--- src/rtl/audio_cfg_pkg.sv ---
// Shared definitions for the audio configuration reload sequencer.
//   seq_state_e : sequencer states; encodings are read by the CPU status register
//   ld_mode_e   : which memory the word loader is currently streaming into
//   ARST_CYCLES : cycles the write-pointer resets are held high
//   CHECK_CYCLES: settle cycles before sampling the pointer-zero status bits
package audio_cfg_pkg;

    typedef enum logic [3:0] {
        ST_IDLE   = 4'd0,
        ST_MUTE   = 4'd1,
        ST_ARST   = 4'd2,
        ST_COEF   = 4'd3,
        ST_EQ     = 4'd4,
        ST_CHECK  = 4'd5,
        ST_UNMUTE = 4'd6
    } seq_state_e;

    typedef enum logic [1:0] {
        LD_NONE = 2'd0,
        LD_COEF = 2'd1,
        LD_EQ   = 2'd2
    } ld_mode_e;

    localparam int ARST_CYCLES  = 2;
    localparam int CHECK_CYCLES = 2;
    localparam int TIMER_W      = 8;

endpackage

--- src/rtl/audio_cfg_sequencer_loader.sv ---
// Word loader shared by the coefficient and EQ phases.
// Owns the ready/accept handshake, the one-cycle write register and the
// filter/tap counters.
//   clk_i, reset_i      : clock, async active-high reset
//   init_i              : start accepted; latch cpt_i and rewind the counters
//   cpt_i               : coefficients per filter
//   mode_i              : LD_COEF / LD_EQ while streaming, LD_NONE otherwise
//   clear_i             : abort; drop any pending write strobe
//   word_valid_i/data_i : incoming word stream
//   word_ready_o        : word is taken this cycle when valid
//   last_o              : the accepted word is the last one of the current mode
//   coef_* / eq_*       : write strobes, index and data towards the memories
module cfg_word_loader
    import audio_cfg_pkg::*;
#(
    parameter int NUM_FILTERS = 4,
    parameter int TAP_CNT_W   = 9
) (
    input  logic                 clk_i,
    input  logic                 reset_i,
    input  logic                 init_i,
    input  logic [TAP_CNT_W-1:0] cpt_i,
    input  ld_mode_e             mode_i,
    input  logic                 clear_i,
    input  logic                 word_valid_i,
    input  logic [15:0]          word_data_i,
    output logic                 word_ready_o,
    output logic                 last_o,
    output logic                 coef_wr_en_o,
    output logic [5:0]           coef_select_o,
    output logic [7:0]           coef_wr_lsb_o,
    output logic [7:0]           coef_wr_msb_o,
    output logic                 eq_wr_en_o,
    output logic [3:0]           eq_select_o,
    output logic [7:0]           eq_wr_lsb_o,
    output logic [7:0]           eq_wr_msb_o
);

    localparam logic [5:0] LAST_IDX = 6'(NUM_FILTERS - 1);

    logic [TAP_CNT_W-1:0] cpt_q, cpt_d;
    logic [TAP_CNT_W-1:0] tap_q, tap_d;
    logic [5:0]           idx_q, idx_d;
    logic                 pend_q, pend_d;
    ld_mode_e             pend_mode_q, pend_mode_d;
    logic [5:0]           coef_sel_q, coef_sel_d;
    logic [15:0]          coef_data_q, coef_data_d;
    logic [3:0]           eq_sel_q, eq_sel_d;
    logic [15:0]          eq_data_q, eq_data_d;

    logic accept;
    logic tap_end;
    logic idx_end;

    always_ff @(posedge clk_i or posedge reset_i) begin
        if (reset_i) begin
            cpt_q       <= '0;
            tap_q       <= '0;
            idx_q       <= '0;
            pend_q      <= 1'b0;
            pend_mode_q <= LD_NONE;
            coef_sel_q  <= '0;
            coef_data_q <= '0;
            eq_sel_q    <= '0;
            eq_data_q   <= '0;
        end else begin
            cpt_q       <= cpt_d;
            tap_q       <= tap_d;
            idx_q       <= idx_d;
            pend_q      <= pend_d;
            pend_mode_q <= pend_mode_d;
            coef_sel_q  <= coef_sel_d;
            coef_data_q <= coef_data_d;
            eq_sel_q    <= eq_sel_d;
            eq_data_q   <= eq_data_d;
        end
    end

    // Ready drops in the cycle after an accept, which caps the rate at one
    // word every two cycles and keeps the write strobe a single-cycle pulse.
    always_comb begin
        word_ready_o = (mode_i != LD_NONE) && !pend_q;
        accept       = word_valid_i && word_ready_o;
        tap_end      = (tap_q == '0);
        idx_end      = (idx_q == LAST_IDX);
        last_o       = accept && idx_end && ((mode_i == LD_EQ) || tap_end);
    end

    always_comb begin
        cpt_d       = cpt_q;
        tap_d       = tap_q;
        idx_d       = idx_q;
        pend_d      = accept && !clear_i;
        pend_mode_d = pend_mode_q;
        coef_sel_d  = coef_sel_q;
        coef_data_d = coef_data_q;
        eq_sel_d    = eq_sel_q;
        eq_data_d   = eq_data_q;

        if (init_i) begin
            cpt_d = cpt_i;
            tap_d = cpt_i - 1'b1;
            idx_d = '0;
        end else if (accept) begin
            pend_mode_d = mode_i;
            if (mode_i == LD_COEF) begin
                coef_sel_d  = idx_q;
                coef_data_d = word_data_i;
                if (tap_end) begin
                    tap_d = cpt_q - 1'b1;
                    idx_d = idx_end ? 6'd0 : idx_q + 6'd1;
                end else begin
                    tap_d = tap_q - 1'b1;
                end
            end else begin
                eq_sel_d  = idx_q[3:0];
                eq_data_d = word_data_i;
                idx_d     = idx_end ? 6'd0 : idx_q + 6'd1;
            end
        end
    end

    assign coef_wr_en_o  = pend_q && (pend_mode_q == LD_COEF);
    assign coef_select_o = coef_sel_q;
    assign coef_wr_msb_o = coef_data_q[15:8];
    assign coef_wr_lsb_o = coef_data_q[7:0];
    assign eq_wr_en_o    = pend_q && (pend_mode_q == LD_EQ);
    assign eq_select_o   = eq_sel_q;
    assign eq_wr_msb_o   = eq_data_q[15:8];
    assign eq_wr_lsb_o   = eq_data_q[7:0];

endmodule

--- src/rtl/audio_cfg_sequencer.sv ---
// Reload sequencer for the FIR coefficient and EQ gain memories.
// Mutes audio on a frame boundary, resets the write pointers, streams the
// words in through cfg_word_loader, verifies both pointers wrapped and
// re-enables audio on a frame boundary.
//   clk, reset           : clock, async active-high reset
//   run_req              : CPU audio-enable request
//   start, abort         : one-cycle command strobes
//   coefs_per_tap        : coefficients per filter, latched at start
//   frame_stb            : frame boundary strobe
//   word_valid/data/ready: load word stream
//   audio_enable         : audio datapath enable
//   coef_* / eq_*        : memory write interface
//   fir_pntr_zero, eq_wr_addr_zero : pointer wrap status
//   busy, done, error, state       : status towards the CPU
//
// state     | meaning
// IDLE      | audio follows run_req; waiting for start
// MUTE      | drop audio on a frame strobe, then drain MUTE_FRAMES frames
// ARST      | both write-pointer resets held high
// COEF      | streaming FIR coefficients, filter by filter
// EQ        | streaming EQ gains
// CHECK     | settle, then verify both pointers wrapped to zero
// UNMUTE    | re-enable audio on the next frame strobe
module audio_cfg_sequencer
    import audio_cfg_pkg::*;
#(
    parameter int NUM_FILTERS = 4,
    parameter int TAP_CNT_W   = 9,
    parameter int MUTE_FRAMES = 4
) (
    input  logic                 clk,
    input  logic                 reset,
    input  logic                 run_req,
    input  logic                 start,
    input  logic                 abort,
    input  logic [TAP_CNT_W-1:0] coefs_per_tap,
    input  logic                 frame_stb,
    input  logic                 word_valid,
    input  logic [15:0]          word_data,
    output logic                 word_ready,
    output logic                 audio_enable,
    output logic                 coef_addr_rst,
    output logic                 coef_wr_en,
    output logic [5:0]           coef_select,
    output logic [7:0]           coef_wr_lsb,
    output logic [7:0]           coef_wr_msb,
    output logic                 eq_addr_rst,
    output logic                 eq_wr_en,
    output logic [3:0]           eq_select,
    output logic [7:0]           eq_wr_lsb,
    output logic [7:0]           eq_wr_msb,
    input  logic                 fir_pntr_zero,
    input  logic                 eq_wr_addr_zero,
    output logic                 busy,
    output logic                 done,
    output logic                 error,
    output logic [3:0]           state
);

    seq_state_e         state_q, state_d;
    logic [TIMER_W-1:0] timer_q, timer_d;
    logic               drop_q, drop_d;
    logic               audio_q, audio_d;
    logic               error_q, error_d;
    logic               lock_q, lock_d;
    logic               done_q, done_d;

    ld_mode_e ld_mode;
    logic     ld_last;
    logic     start_ok;
    logic     abort_hit;

    assign start_ok  = start && (state_q == ST_IDLE);
    assign abort_hit = abort && ((state_q == ST_MUTE) || (state_q == ST_ARST) ||
                                 (state_q == ST_COEF) || (state_q == ST_EQ));

    always_ff @(posedge clk or posedge reset) begin
        if (reset) begin
            state_q <= ST_IDLE;
            timer_q <= '0;
            drop_q  <= 1'b0;
            audio_q <= 1'b0;
            error_q <= 1'b0;
            lock_q  <= 1'b0;
            done_q  <= 1'b0;
        end else begin
            state_q <= state_d;
            timer_q <= timer_d;
            drop_q  <= drop_d;
            audio_q <= audio_d;
            error_q <= error_d;
            lock_q  <= lock_d;
            done_q  <= done_d;
        end
    end

    // lock_q keeps audio off after a failure that left the memories in an
    // unknown state (abort, pointer check). A zero tap count is rejected
    // before anything is touched, so it flags error without muting.
    always_comb begin
        state_d = state_q;
        timer_d = timer_q;
        drop_d  = drop_q;
        audio_d = audio_q;
        error_d = error_q;
        lock_d  = lock_q;
        done_d  = 1'b0;

        unique case (state_q)
            ST_IDLE: begin
                if (start) begin
                    error_d = 1'b0;
                    lock_d  = 1'b0;
                    if (coefs_per_tap == '0) begin
                        error_d = 1'b1;
                    end else begin
                        state_d = ST_MUTE;
                        timer_d = TIMER_W'(MUTE_FRAMES - 1);
                        drop_d  = 1'b0;
                    end
                end
                audio_d = run_req && !lock_d;
            end
            ST_MUTE: begin
                if (frame_stb) begin
                    if (!drop_q) begin
                        drop_d  = 1'b1;
                        audio_d = 1'b0;
                    end else if (timer_q == '0) begin
                        state_d = ST_ARST;
                        timer_d = TIMER_W'(ARST_CYCLES - 1);
                    end else begin
                        timer_d = timer_q - 1'b1;
                    end
                end
            end
            ST_ARST: begin
                if (timer_q == '0) state_d = ST_COEF;
                else               timer_d = timer_q - 1'b1;
            end
            ST_COEF: begin
                if (ld_last) state_d = ST_EQ;
            end
            ST_EQ: begin
                if (ld_last) begin
                    state_d = ST_CHECK;
                    timer_d = TIMER_W'(CHECK_CYCLES);
                end
            end
            ST_CHECK: begin
                if (timer_q != '0) begin
                    timer_d = timer_q - 1'b1;
                end else if (fir_pntr_zero && eq_wr_addr_zero) begin
                    state_d = ST_UNMUTE;
                end else begin
                    state_d = ST_IDLE;
                    error_d = 1'b1;
                    lock_d  = 1'b1;
                end
            end
            ST_UNMUTE: begin
                if (frame_stb) begin
                    audio_d = run_req;
                    done_d  = 1'b1;
                    state_d = ST_IDLE;
                end
            end
            default: state_d = ST_IDLE;
        endcase

        if (abort_hit) begin
            state_d = ST_IDLE;
            error_d = 1'b1;
            lock_d  = 1'b1;
            audio_d = 1'b0;
        end
    end

    always_comb begin
        ld_mode = LD_NONE;
        if (state_q == ST_COEF)    ld_mode = LD_COEF;
        else if (state_q == ST_EQ) ld_mode = LD_EQ;
        busy          = (state_q != ST_IDLE);
        coef_addr_rst = (state_q == ST_ARST);
        eq_addr_rst   = (state_q == ST_ARST);
    end

    cfg_word_loader #(
        .NUM_FILTERS (NUM_FILTERS),
        .TAP_CNT_W   (TAP_CNT_W)
    ) u_loader (
        .clk_i         (clk),
        .reset_i       (reset),
        .init_i        (start_ok),
        .cpt_i         (coefs_per_tap),
        .mode_i        (ld_mode),
        .clear_i       (abort_hit),
        .word_valid_i  (word_valid),
        .word_data_i   (word_data),
        .word_ready_o  (word_ready),
        .last_o        (ld_last),
        .coef_wr_en_o  (coef_wr_en),
        .coef_select_o (coef_select),
        .coef_wr_lsb_o (coef_wr_lsb),
        .coef_wr_msb_o (coef_wr_msb),
        .eq_wr_en_o    (eq_wr_en),
        .eq_select_o   (eq_select),
        .eq_wr_lsb_o   (eq_wr_lsb),
        .eq_wr_msb_o   (eq_wr_msb)
    );

    assign audio_enable = audio_q;
    assign error        = error_q;
    assign done         = done_q;
    assign state        = state_q;

endmodule

--- config.mk ---
export PLATFORM = sky130hd
export DESIGN_NAME = audio_cfg_sequencer
export DESIGN_NICKNAME = d
export VERILOG_FILES = /design/src/rtl/audio_cfg_pkg.sv /design/src/rtl/audio_cfg_sequencer_loader.sv /design/src/rtl/audio_cfg_sequencer.sv
export SDC_FILE = /design/constraint.sdc
export NUM_CORES = 1
export LEC_CHECK = 0
export BUFFER_PORTS_ARGS = -buffer_cell sky130_fd_sc_hd__buf_2
export CAP_MARGIN = 15
export CELL_PAD_IN_SITES_DETAIL_PLACEMENT = 1
export CELL_PAD_IN_SITES_GLOBAL_PLACEMENT = 1
export CORE_AREA = 2 2 113 115
export CTS_CLUSTER_SIZE = 25
export DETAILED_ROUTE_END_ITERATION = 16
export DIE_AREA = 0 0 115 117
export PLACE_DENSITY = 0.76
export SYNTH_ARGS = -nofsm -noshare
export SYNTH_HDL_FRONTEND = slang
export SYNTH_SLANG_ARGS = --single-unit
export TNS_END_PERCENT = 30
--- constraint.sdc ---
create_clock -name clk -period 2.8 [get_ports clk]
set_clock_uncertainty 0.1 [all_clocks]
set_input_delay 0.28 -clock clk [delete_from_list [all_inputs] [get_ports clk]]
set_output_delay 0.28 -clock clk [all_outputs]
set_load 0.05 [all_outputs]
Word level (Yosys, flattened, before mapping). Index checks and enable logic that the tools add are counted.

Flip-flop bits (word level): 86. Bits in latches: 0. Bits in writable memories: 0. ROM bits: 0. Input bits: 34. Memories: 0.

Add/subtract/negate cells: 5. Multiply operators: 0. Div/mod/pow operators: 0. Magnitude comparators: 0. Equality and inequality tests: 31. Shifts and indexed selects: 0. Mux-type cells: 54. Bitwise gates (word level): 2. Reductions and logical operators: 42.

Operators with widths (count): $mux W8 (8); $mux W4 (11); $pmux W8 S5 (1); $mux W9 (4); $ne A3 B2 Y1 const B (11); $mux W6 (5); $pmux W4 S7 (1); $sub A9 B1 Y9 const B (3); $logic_not A9 Y1 (2); $mux W1 (17); $ne A2 B2 Y1 const B (7); $eq A4 B3 Y1 const B (3); $reduce_and A4 Y1 (3); $logic_and A1 B1 Y1 (11); $reduce_and A10 Y1 (1); $reduce_and A3 Y1 (3); $eq A4 B2 Y1 const B (2); $logic_not A8 Y1 (1); $reduce_and A8 Y1 (1); $reduce_bool A2 Y1 (4); $reduce_bool A4 Y1 (2); $reduce_bool A8 Y1 (1); $sub A8 B1 Y8 const B (1); $add A6 B1 Y6 const B (1); other kinds (16) (30).

Depth between registers and ports, before layout. Gate-level depths: netlist (run 1).

Word-level depth: 11. Depth in mapped cells: 11.

By module. From an unflattened synthesis (run 1), not the netlist that was laid out.

Cell total of the unflattened synthesis: 406. Area total of the unflattened synthesis: 4418.0 µm².

By module, submodules not included: cfg_word_loader (instances 1, cells an instance 252, area each 3129.3 µm²); audio_cfg_sequencer (instances 1, cells an instance 154, area each 1288.7 µm²).

Worst setup path before layout (run 1). Ideal clock, no wire load.

Path type: register -> register. From: register state_q[1] (netlist: state[1]). To: register timer_q[4]. Library setup time: 0.110 ns. Data arrival time: 3.366 ns. Path slack: -0.776 ns. Cell stages (with the launch flop): 7. Path buffers: 2. Period minus slack after synthesis: 3.576 ns. Cell sequence: dfrtp_1 > clkbuf_1 > nor3b_1 > a21oi_1 > or2_1 > buf_2 > o41ai_1.

Elaborated cells on any way between the ends: 25. Classes of those cells: 13 x eq/ne; 3 x mux; 9 x reduce/logical.

RTL lines: start, declared (line audio_cfg_sequencer.sv:60) `seq_state_e state_q, state_d;`; start signal, assigned (line audio_cfg_sequencer.sv:87) `state_q <= state_d;`; $eq A4 B2 Y1 *; net coef_addr_rst (line audio_cfg_sequencer.sv:42) `output logic coef_addr_rst,`; $reduce_bool A5 Y1 (no line) / $ne A2 B2 Y1 (equally long branches); $reduce_and A8 Y1 (no line); end signal, assigned (line audio_cfg_sequencer.sv:88) `timer_q <= timer_d;`; end, declared (line audio_cfg_sequencer.sv:61) `logic [TIMER_W-1:0] timer_q, timer_d;`.

Mark *: on every way through the listed nets, which the timed path passes. The rest lies on a longest branch. A chain may end at the register's enable or synchronous reset.

Worst setup path after layout (run 1).
From: register u_loader.tap_q[5]. To: register u_loader.tap_q[7].

Word-level cells in the longest chain between the ends: 5. Elaborated cells on any way between the ends: 6. Classes of those cells: 1 x add/sub; 4 x mux; 1 x reduce/logical.

Ends and longest elaborated chain: start, declared (line audio_cfg_sequencer_loader.sv:42) `logic [TAP_CNT_W-1:0] tap_q, tap_d;`; start signal, assigned (line audio_cfg_sequencer_loader.sv:68) `tap_q <= tap_d;`; $sub A9 B1 Y9 / $logic_not A9 Y1 (equally long branches) (line audio_cfg_sequencer_loader.sv:113, audio_cfg_sequencer_loader.sv:84); $mux W9 * (line audio_cfg_sequencer_loader.sv:109) `if (tap_end) begin`; $mux W9 * (line audio_cfg_sequencer_loader.sv:106) `if (mode_i == LD_COEF) begin`; $mux W9 * (line audio_cfg_sequencer_loader.sv:104) `end else if (accept) begin`; $mux W9 * (line audio_cfg_sequencer_loader.sv:100) `if (init_i) begin`.

Mark *: on every way between the ends. The rest lies on a longest branch, timed or not. The select of a mux whose other input is x is not followed.

==> metrics.log, run 1 <==
INFO  metric cts.clk_slew.worst_paths = 70 ps
INFO  metric design.core.area = between 10000 and 15000 um2
INFO  metric postSynth.topFlopCell = sky130_fd_sc_hd__dfrtp_1
INFO  metric cp_cell_sequence = or4_1, or3_4, o211ai_4, nor3_1, and3_4, a221o_1
INFO  metric synthesized_instance_count = 420
INFO  metric fmax = 0.381 GHz
INFO  metric drt_pre_antenna_iters = 4
INFO  metric areaGrowthSynthToFinish = 24.2%
INFO  metric die-width = 115 um
INFO  metric grt_util_all_layers = 17.7%
INFO  metric vias = 3615
INFO  metric first_iter_violations = 122
INFO  metric clock_tree_from_tritoncts = done
INFO  metric die_area = 13500 um2
INFO  metric grt_overflow_total = 0
INFO  metric drt_drc_violations_left = 0
INFO  metric outcome = completed
INFO  metric worstSetupPathType = register to register
INFO  metric power.ir.vdd_worst = 0.000786 V
INFO  metric setup.worst_path.start_class = register
INFO  metric floorplan.initialDensity = around a third
INFO  metric synthArstFlopShare = 100%
INFO  metric power.density_cell_area = ~1300 nW/um2
INFO  metric regToRegSetupSlack = around 180 ps
INFO  metric critical_path_peak_fanout = 6
INFO  metric die_y = roughly 120 um
INFO  metric synth-edff-count = 0
INFO  metric finalHoldViolCount = 0
INFO  metric initial_antenna_violation_count = 0
INFO  metric floorplan.io_pins = 89
INFO  metric holdPathStages = 3
INFO  metric synth_net_count = 458
INFO  metric cts_root_buf = sky130_fd_sc_hd__clkbuf_16
INFO  metric yosysMostFrequentCell = sky130_fd_sc_hd__dfrtp_1
INFO  metric stdcell_area = 5260 um2
INFO  metric first_global_vias = 3644
INFO  metric pin_count_of_the_biggest_net_entering_global_routing = 56
INFO  metric buffer_ports.inserted = 87
INFO  metric final_layout_size_suffix_gt1_share = 35.0%
INFO  metric gp_congestion = 0.837
INFO  metric max_stage_delay = roughly 600 ps
INFO  metric clock_sink_count = 85
INFO  metric yosys.cell_types.count = 60
INFO  metric timing.max_slew.rel_slack = a little under three fifths
INFO  metric clk_latency = 350 ps
INFO  metric n_antenna_cell = 0
INFO  metric post_layout_net_count = 550
INFO  metric timing.final.crit_share = 93.7%
INFO  metric mappedNetlistArea = 4230 um2
INFO  metric setup_violations = 0
INFO  metric synth_seq_cells = 85
INFO  metric crit_required = around 2900 ps
INFO  metric timing.hold.worst_endpoint = u_loader.cpt_q[8]$_DFFE_PP0P_
INFO  metric grt_setup_unrepaired = no
INFO  metric hp-class = input pin to register
INFO  metric hold-worst-slack = between 60 and 70 ps
INFO  metric synth.area.top_cells = sky130_fd_sc_hd__dfrtp_1 (50%), sky130_fd_sc_hd__mux2_2 (11%), sky130_fd_sc_hd__nand2_1 (4.9%)
INFO  metric reg2reg_from = u_loader.tap_q[5]$_DFFE_PP0P_
INFO  metric postSynthAreaPerCell = slightly above 10 um2
INFO  metric cts-root-to-sink-buffers = 2
INFO  metric dpl.hpwl = about 8.4 mm
INFO  metric cp.arrival = around 2800 ps
INFO  metric avgRoutedWirePerCell = around 17 um
INFO  metric drt-vias-per-instance = between 5 and 6
INFO  metric finalWirelength = around 12 mm
INFO  metric max_cap_violations = 0
INFO  metric min-delay-start = coefs_per_tap[8]
INFO  metric grt_first_pass_wirelength = 18.5 mm
INFO  metric worstRegToRegCells = 6
INFO  metric seq_total_area_yosys = 50.3%
INFO  metric leakagePower = 2.55 nW
INFO  metric post_synth_most_frequent_cells = sky130_fd_sc_hd__dfrtp_1 (85), sky130_fd_sc_hd__nand2_1 (55), sky130_fd_sc_hd__mux2_2 (42)
INFO  metric cts_max_level = 3
INFO  metric worst_path_max_delay_cell = sky130_fd_sc_hd__or4_1
INFO  metric crit_path_time_final = 2620 ps
INFO  metric ant_nets = 0
INFO  metric numCtsBuffers = 9
INFO  metric fp-row-count = 41
INFO  metric area_after_detailed_placement = 4890 um2
INFO  metric post-synth-top-area-cell = sky130_fd_sc_hd__dfrtp_1
INFO  metric yosysTopAreaCellShare = 50.3%
INFO  metric timing_max_transition_violations_final = 0
INFO  metric endpoint_kind = register
INFO  metric yosysWarnings = 0
INFO  metric r2r-end = u_loader.tap_q[7]$_DFFE_PP0P_
INFO  metric fin_tns_setup = 0 ps
INFO  metric timing_worst_slew_pin_value = 636 ps
-- flip-flops by register name, summed over array words and instances (netlist names) --
register	count
audio_enable	1
done	1
drop_q	1
error	1
lock_q	1
state	3
timer_q	8
u_loader.coef_data_q	16
u_loader.coef_select_o	6
u_loader.cpt_q	9
u_loader.eq_data_q	16
u_loader.eq_select_o	4
u_loader.idx_q	6
u_loader.pend_mode_q	2
u_loader.pend_q	1
u_loader.tap_q	9
-- worst max-delay path: cells and delay by family (launching register included) --
kind | cells | cell delay, ps
compound gates | 2 | 590
flops | 1 | 410
simple gates | 4 | 1410
-- cell usage in the layout (no fill, tap or decap), types with 7 or more instances in the layout --
master and count:
sky130_fd_sc_hd__nor4_1 7, sky130_fd_sc_hd__clkbuf_16 9, sky130_fd_sc_hd__o21ai_0 24, sky130_fd_sc_hd__nor3_1 11, sky130_fd_sc_hd__mux2_2 42, sky130_fd_sc_hd__buf_4 13
sky130_fd_sc_hd__inv_1 10, sky130_fd_sc_hd__a21oi_1 20, sky130_fd_sc_hd__nor2_1 39, sky130_fd_sc_hd__nand2_1 55, sky130_fd_sc_hd__buf_2 88, sky130_fd_sc_hd__dfrtp_1 84
sky130_fd_sc_hd__nand3_1 7
-- where the power goes --
group | internal [mW] | switching [mW] | leakage, nW
Combinational | 1.11 | 2.37 | 1.32
Clock | 0.656 | 0.510 | 0.135
Sequential | 1.68 | 0.310 | 1.09
-- timing repair --
item / in CTS / in global routing
endpoints found under the hold margin: 30 / 0
hold buffers: 1 / 0
gates resized for setup: 1 / 8
setup buffers: 0 / 0
setup endpoints to repair: 1 / 4
pin swaps: 0 / 2
-- stage by stage --
stage | util (%) | power (mW) | std cells | worst slack, ps
6_report | 42.7 | 6.64 | 667 | 178
5_1_grt | 42.7 | 7.08 | 667 | 15.7
4_1_cts | 42.2 | 6.59 | 666 | 75.2
3_5_place_dp | 39.7 | 5.39 | 649 | -53.8
3_3_place_gp | 39.7 | 5.27 | 649 | 204
2_1_floorplan | - | 4.50 | 420 | -81.3
-- cell families after synthesis --
logic type | Yosys count | synth area share, %
buffers and inverters | 33 | 3.37
AND/OR/NAND/NOR | 164 | 19.3
other | 1 | 0.0886
flip-flops | 85 | 50.3
multiplexers | 44 | 11.6
XOR/XNOR | 6 | 1.24
AO/OA/AOI/OAI | 83 | 12.9
adder cells (fa/ha/maj) | 4 | 1.18
-- worst max-delay path by stage --
stage	end	startpoint	cells past startpoint
2_1_floorplan	u_loader.tap_q[8]$_DFFE_PP0P_	state[2]$_DFFE_PP0P_	10
6_report	u_loader.tap_q[7]$_DFFE_PP0P_	u_loader.tap_q[5]$_DFFE_PP0P_	6
3_5_place_dp	u_loader.tap_q[8]$_DFFE_PP0P_	state[2]$_DFFE_PP0P_	9
3_3_place_gp	u_loader.tap_q[8]$_DFFE_PP0P_	state[2]$_DFFE_PP0P_	7
4_1_cts	state[1]$_DFFE_PP0P_	u_loader.idx_q[1]$_DFFE_PP0P_	7
5_1_grt	state[1]$_DFFE_PP0P_	state[2]$_DFFE_PP0P_	7
-- layer usage --
metal  GRT usage [%]  vias up  wire [um]
met2            29.5      101       5760
met1            22.2     1823       5030
met3            3.76       14        622
met4            8.27        0        185
met5               0        -          0
li1                -     1677          -
-- layout make-up --
type | count | area [um2]
well taps | 150 | 188
clock buffers | 11 | 253
fillers | 1405 | 7060
clock inverters | 5 | 40.0
inverters | 11 | 42.5
repair buffers | 103 | 568
flip-flops and latches | 85 | 2130
multi-input cells | 302 | 2040
Power figures use the tool's default switching activity.
==> inputs of run 2 (changes only) <==
- CELL_PAD_IN_SITES_DETAIL_PLACEMENT: 1 -> 0
- CORE_AREA: 2 2 113 115 -> 2 2 87 151
- DIE_AREA: 0 0 115 117 -> 0 0 89 153
==> run 2 against run 1 <==
Effect of this change: global-route usage fell by 1.1 points; register-to-register slack got worse by 50 ps; combinational power fell by 3%; design area did not move; count of clock-buffer cells in the layout did not move; fmax fell by 2.0%; critical path type unchanged.
==> metrics.log, run 2 (synthesized netlist as in run 1, its figures left out) <==
INFO  metric stdcell_area = 5260 um2
INFO  metric wl_met3 = 509 um
INFO  metric finalHoldViolCount = 0
INFO  metric worstSetupPathType = register to register
INFO  metric final_util = 42.3%
INFO  metric holdPathStages = 2
INFO  metric clock_tree_from_tritoncts = done
INFO  metric clkPwrFrac = about 20%
INFO  metric cp_cell_sequence = or4_1, or3_1, o211ai_2, nor3_1, and3_4, a221o_1
INFO  metric gp_congestion = 0.888
INFO  metric setup.worst_path.start_class = register
INFO  metric power.density_cell_area = 1260 nW/um2
INFO  metric cts.clk_slew.worst_paths = roughly 70 ps
INFO  metric pin_count_of_the_biggest_net_entering_global_routing = 46
INFO  metric fin_tns_setup = 0 ps
INFO  metric clock_sink_count = 85
INFO  metric ant_nets = 0
INFO  metric buffer_ports.inserted = 87
INFO  metric critical_path_peak_fanout = 6
INFO  metric fin_total_pwr = around 6.6 mW
INFO  metric grt_first_pass_wirelength = 17.8 mm
INFO  metric die-width = around 89 um
INFO  metric max_cap_violations = 0
INFO  metric clk_latency = roughly 340 ps
INFO  metric endpoint_kind = register
INFO  metric drt-vias-per-instance = approximately 5.2
INFO  metric post-place-cells = 668
INFO  metric power.switching_fraction = 46.3%
INFO  metric initial_antenna_violation_count = 0
INFO  metric fp-row-count = between 50 and 60
INFO  metric timing_worst_slew_pin_value = 619 ps
INFO  metric area_after_detailed_placement = just under 5000 um2
INFO  metric final-seq-area = 2130 um2
INFO  metric floorplan.io_pins = 89
INFO  metric avgRoutedWirePerCell = 15.8 um
INFO  metric finalWirelength = ~11 mm
INFO  metric die_y = 153 um
INFO  metric hold-worst-slack = 84.1 ps
INFO  metric grt_util_all_layers = between 10% and 20%
INFO  metric grt_setup_unrepaired = no
INFO  metric dpl.hpwl = 8.05 mm
INFO  metric cp.arrival = 2790 ps
INFO  metric timing.final.crit_share = 95.6%
INFO  metric first_iter_violations = 161
INFO  metric detailedPlace.worstSlack = 105 ps
INFO  metric multi_input_comb_area = 1990 um2
INFO  metric grt_overflow_total = 0
INFO  metric net-switching-power = 3.07 mW
INFO  metric drt_drc_violations_left = 0
INFO  metric share_comb_of_total_power = 50.6%
INFO  metric layoutNonFillerInstCount = 686
INFO  metric setup_violations = 0
INFO  metric layout_common_cells = sky130_fd_sc_hd__buf_2 (88), sky130_fd_sc_hd__dfrtp_1 (84), sky130_fd_sc_hd__nand2_1 (55), sky130_fd_sc_hd__mux2_2 (42), sky130_fd_sc_hd__nor2_1 (39)
INFO  metric total_of_fill_cells_in_the_finished_design = 1266
INFO  metric max_stage_delay = about 610 ps
INFO  metric layout_commonest_cell = sky130_fd_sc_hd__buf_2
INFO  metric seq_power_share = 29.8%
INFO  metric numCtsBuffers = 9
INFO  metric final_layout_size_suffix_gt1_share = between 30% and 40%
INFO  metric cts_root_buf = sky130_fd_sc_hd__clkbuf_16
INFO  metric hp-class = input pin to register
INFO  metric die_area = 13600 um2
INFO  metric areaGrowthSynthToFinish = 24.2%
INFO  metric design.core.area = approximately 12000 um2
INFO  metric cts-root-to-sink-buffers = 2
INFO  metric post_layout_net_count = 551
INFO  metric floorplan.initialDensity = between 30% and 40%
INFO  metric worstRegToRegCells = 6
INFO  metric vias = approximately 3600
INFO  metric crit_path_time_final = 2680 ps
INFO  metric internal_power = 3.57 mW
INFO  metric drt_pre_antenna_iters = 4
INFO  metric outcome = completed
INFO  metric leakagePower = 2.54 nW
INFO  metric timing_max_transition_violations_final = 0
INFO  metric cts_max_level = 3
INFO  metric timing.max_slew.rel_slack = 58.7%
INFO  metric setup_slack = between 100 and 150 ps
INFO  metric n_antenna_cell = 0
INFO  metric largestRegisters = u_loader.coef_data_q: 16 flops, u_loader.eq_data_q: 16 flops
INFO  metric worst_path_max_delay_cell = sky130_fd_sc_hd__or4_1
INFO  metric first_global_vias = between 3000 and 4000
INFO  metric power.ir.vdd_worst = 0.000614 V
INFO  metric m1_wire_length = 4.18 mm
INFO  metric crit_required = 2920 ps
INFO  metric fmax = around 0.37 GHz
INFO  metric wl_met2 = 5.91 mm
INFO  metric highest-signal-layer = met4
## run 2: cell types whose count changed in the layout (fill, tap and decap cells not counted), moves of 2 or more
cell / change
sky130_fd_sc_hd__clkinvlp_4: -3
sky130_fd_sc_hd__buf_4: +2
sky130_fd_sc_hd__bufinv_16: +2
sky130_fd_sc_hd__o211ai_2: +2
sky130_fd_sc_hd__o211ai_4: -2
## run 2: worst max-delay path: cells and delay by family, from the launching register on
kind               cells  cell delay, ps
DFF                    1             400
AOI/OAI and AO/OA      2             610
and+or+nand+nor        4            1450
## run 2: cell type report
type	instances	area share, %
sequential	85	40.5
tap	168	4.00
inverter	11	0.809
clock buffer	11	4.62
clock inverter	5	1.57
timing repair buffer	104	10.7
multi-input combinational	302	37.8
## run 2: power groups by stage
stage          clock (mW)  sequential (mW)  combinational [mW]
4_1_cts              1.34             1.98                3.34
3_3_place_gp            0             1.97                3.29
5_1_grt              1.39             2.04                3.64
3_5_place_dp            0             2.00                3.33
2_1_floorplan           0             2.77                1.72
6_report             1.30             1.98                3.36
## run 2: timing repair
action	4_1_cts	5_1_grt
endpoints found under the hold margin	9	0
gates resized for setup	0	2
hold buffers	1	0
setup endpoints to repair	0	3
buffers inserted	0	0
## run 2: worst paths after layout
path / slack [ps] / to / from
min in group asynchronous: 290 / u_loader.coef_data_q[1]$_DFFE_PP0P_ / reset
min reg2reg: 370 / u_loader.cpt_q[7]$_DFFE_PP0P_ / u_loader.cpt_q[7]$_DFFE_PP0P_
max reg2reg: 120 / u_loader.tap_q[7]$_DFFE_PP0P_ / u_loader.tap_q[5]$_DFFE_PP0P_
min: 80 / u_loader.eq_data_q[13]$_DFFE_PP0P_ / word_data[13]
max in group asynchronous: 1420 / state[0]$_DFFE_PP0P_ / reset
max: 120 / u_loader.tap_q[7]$_DFFE_PP0P_ / u_loader.tap_q[5]$_DFFE_PP0P_
## run 2: metal layers
metal  vias up  track usage, %
li1       1675               -
met1      1743            18.7
met2       112            29.4
met3        22            3.62
met4         0            7.04
met5         -               0
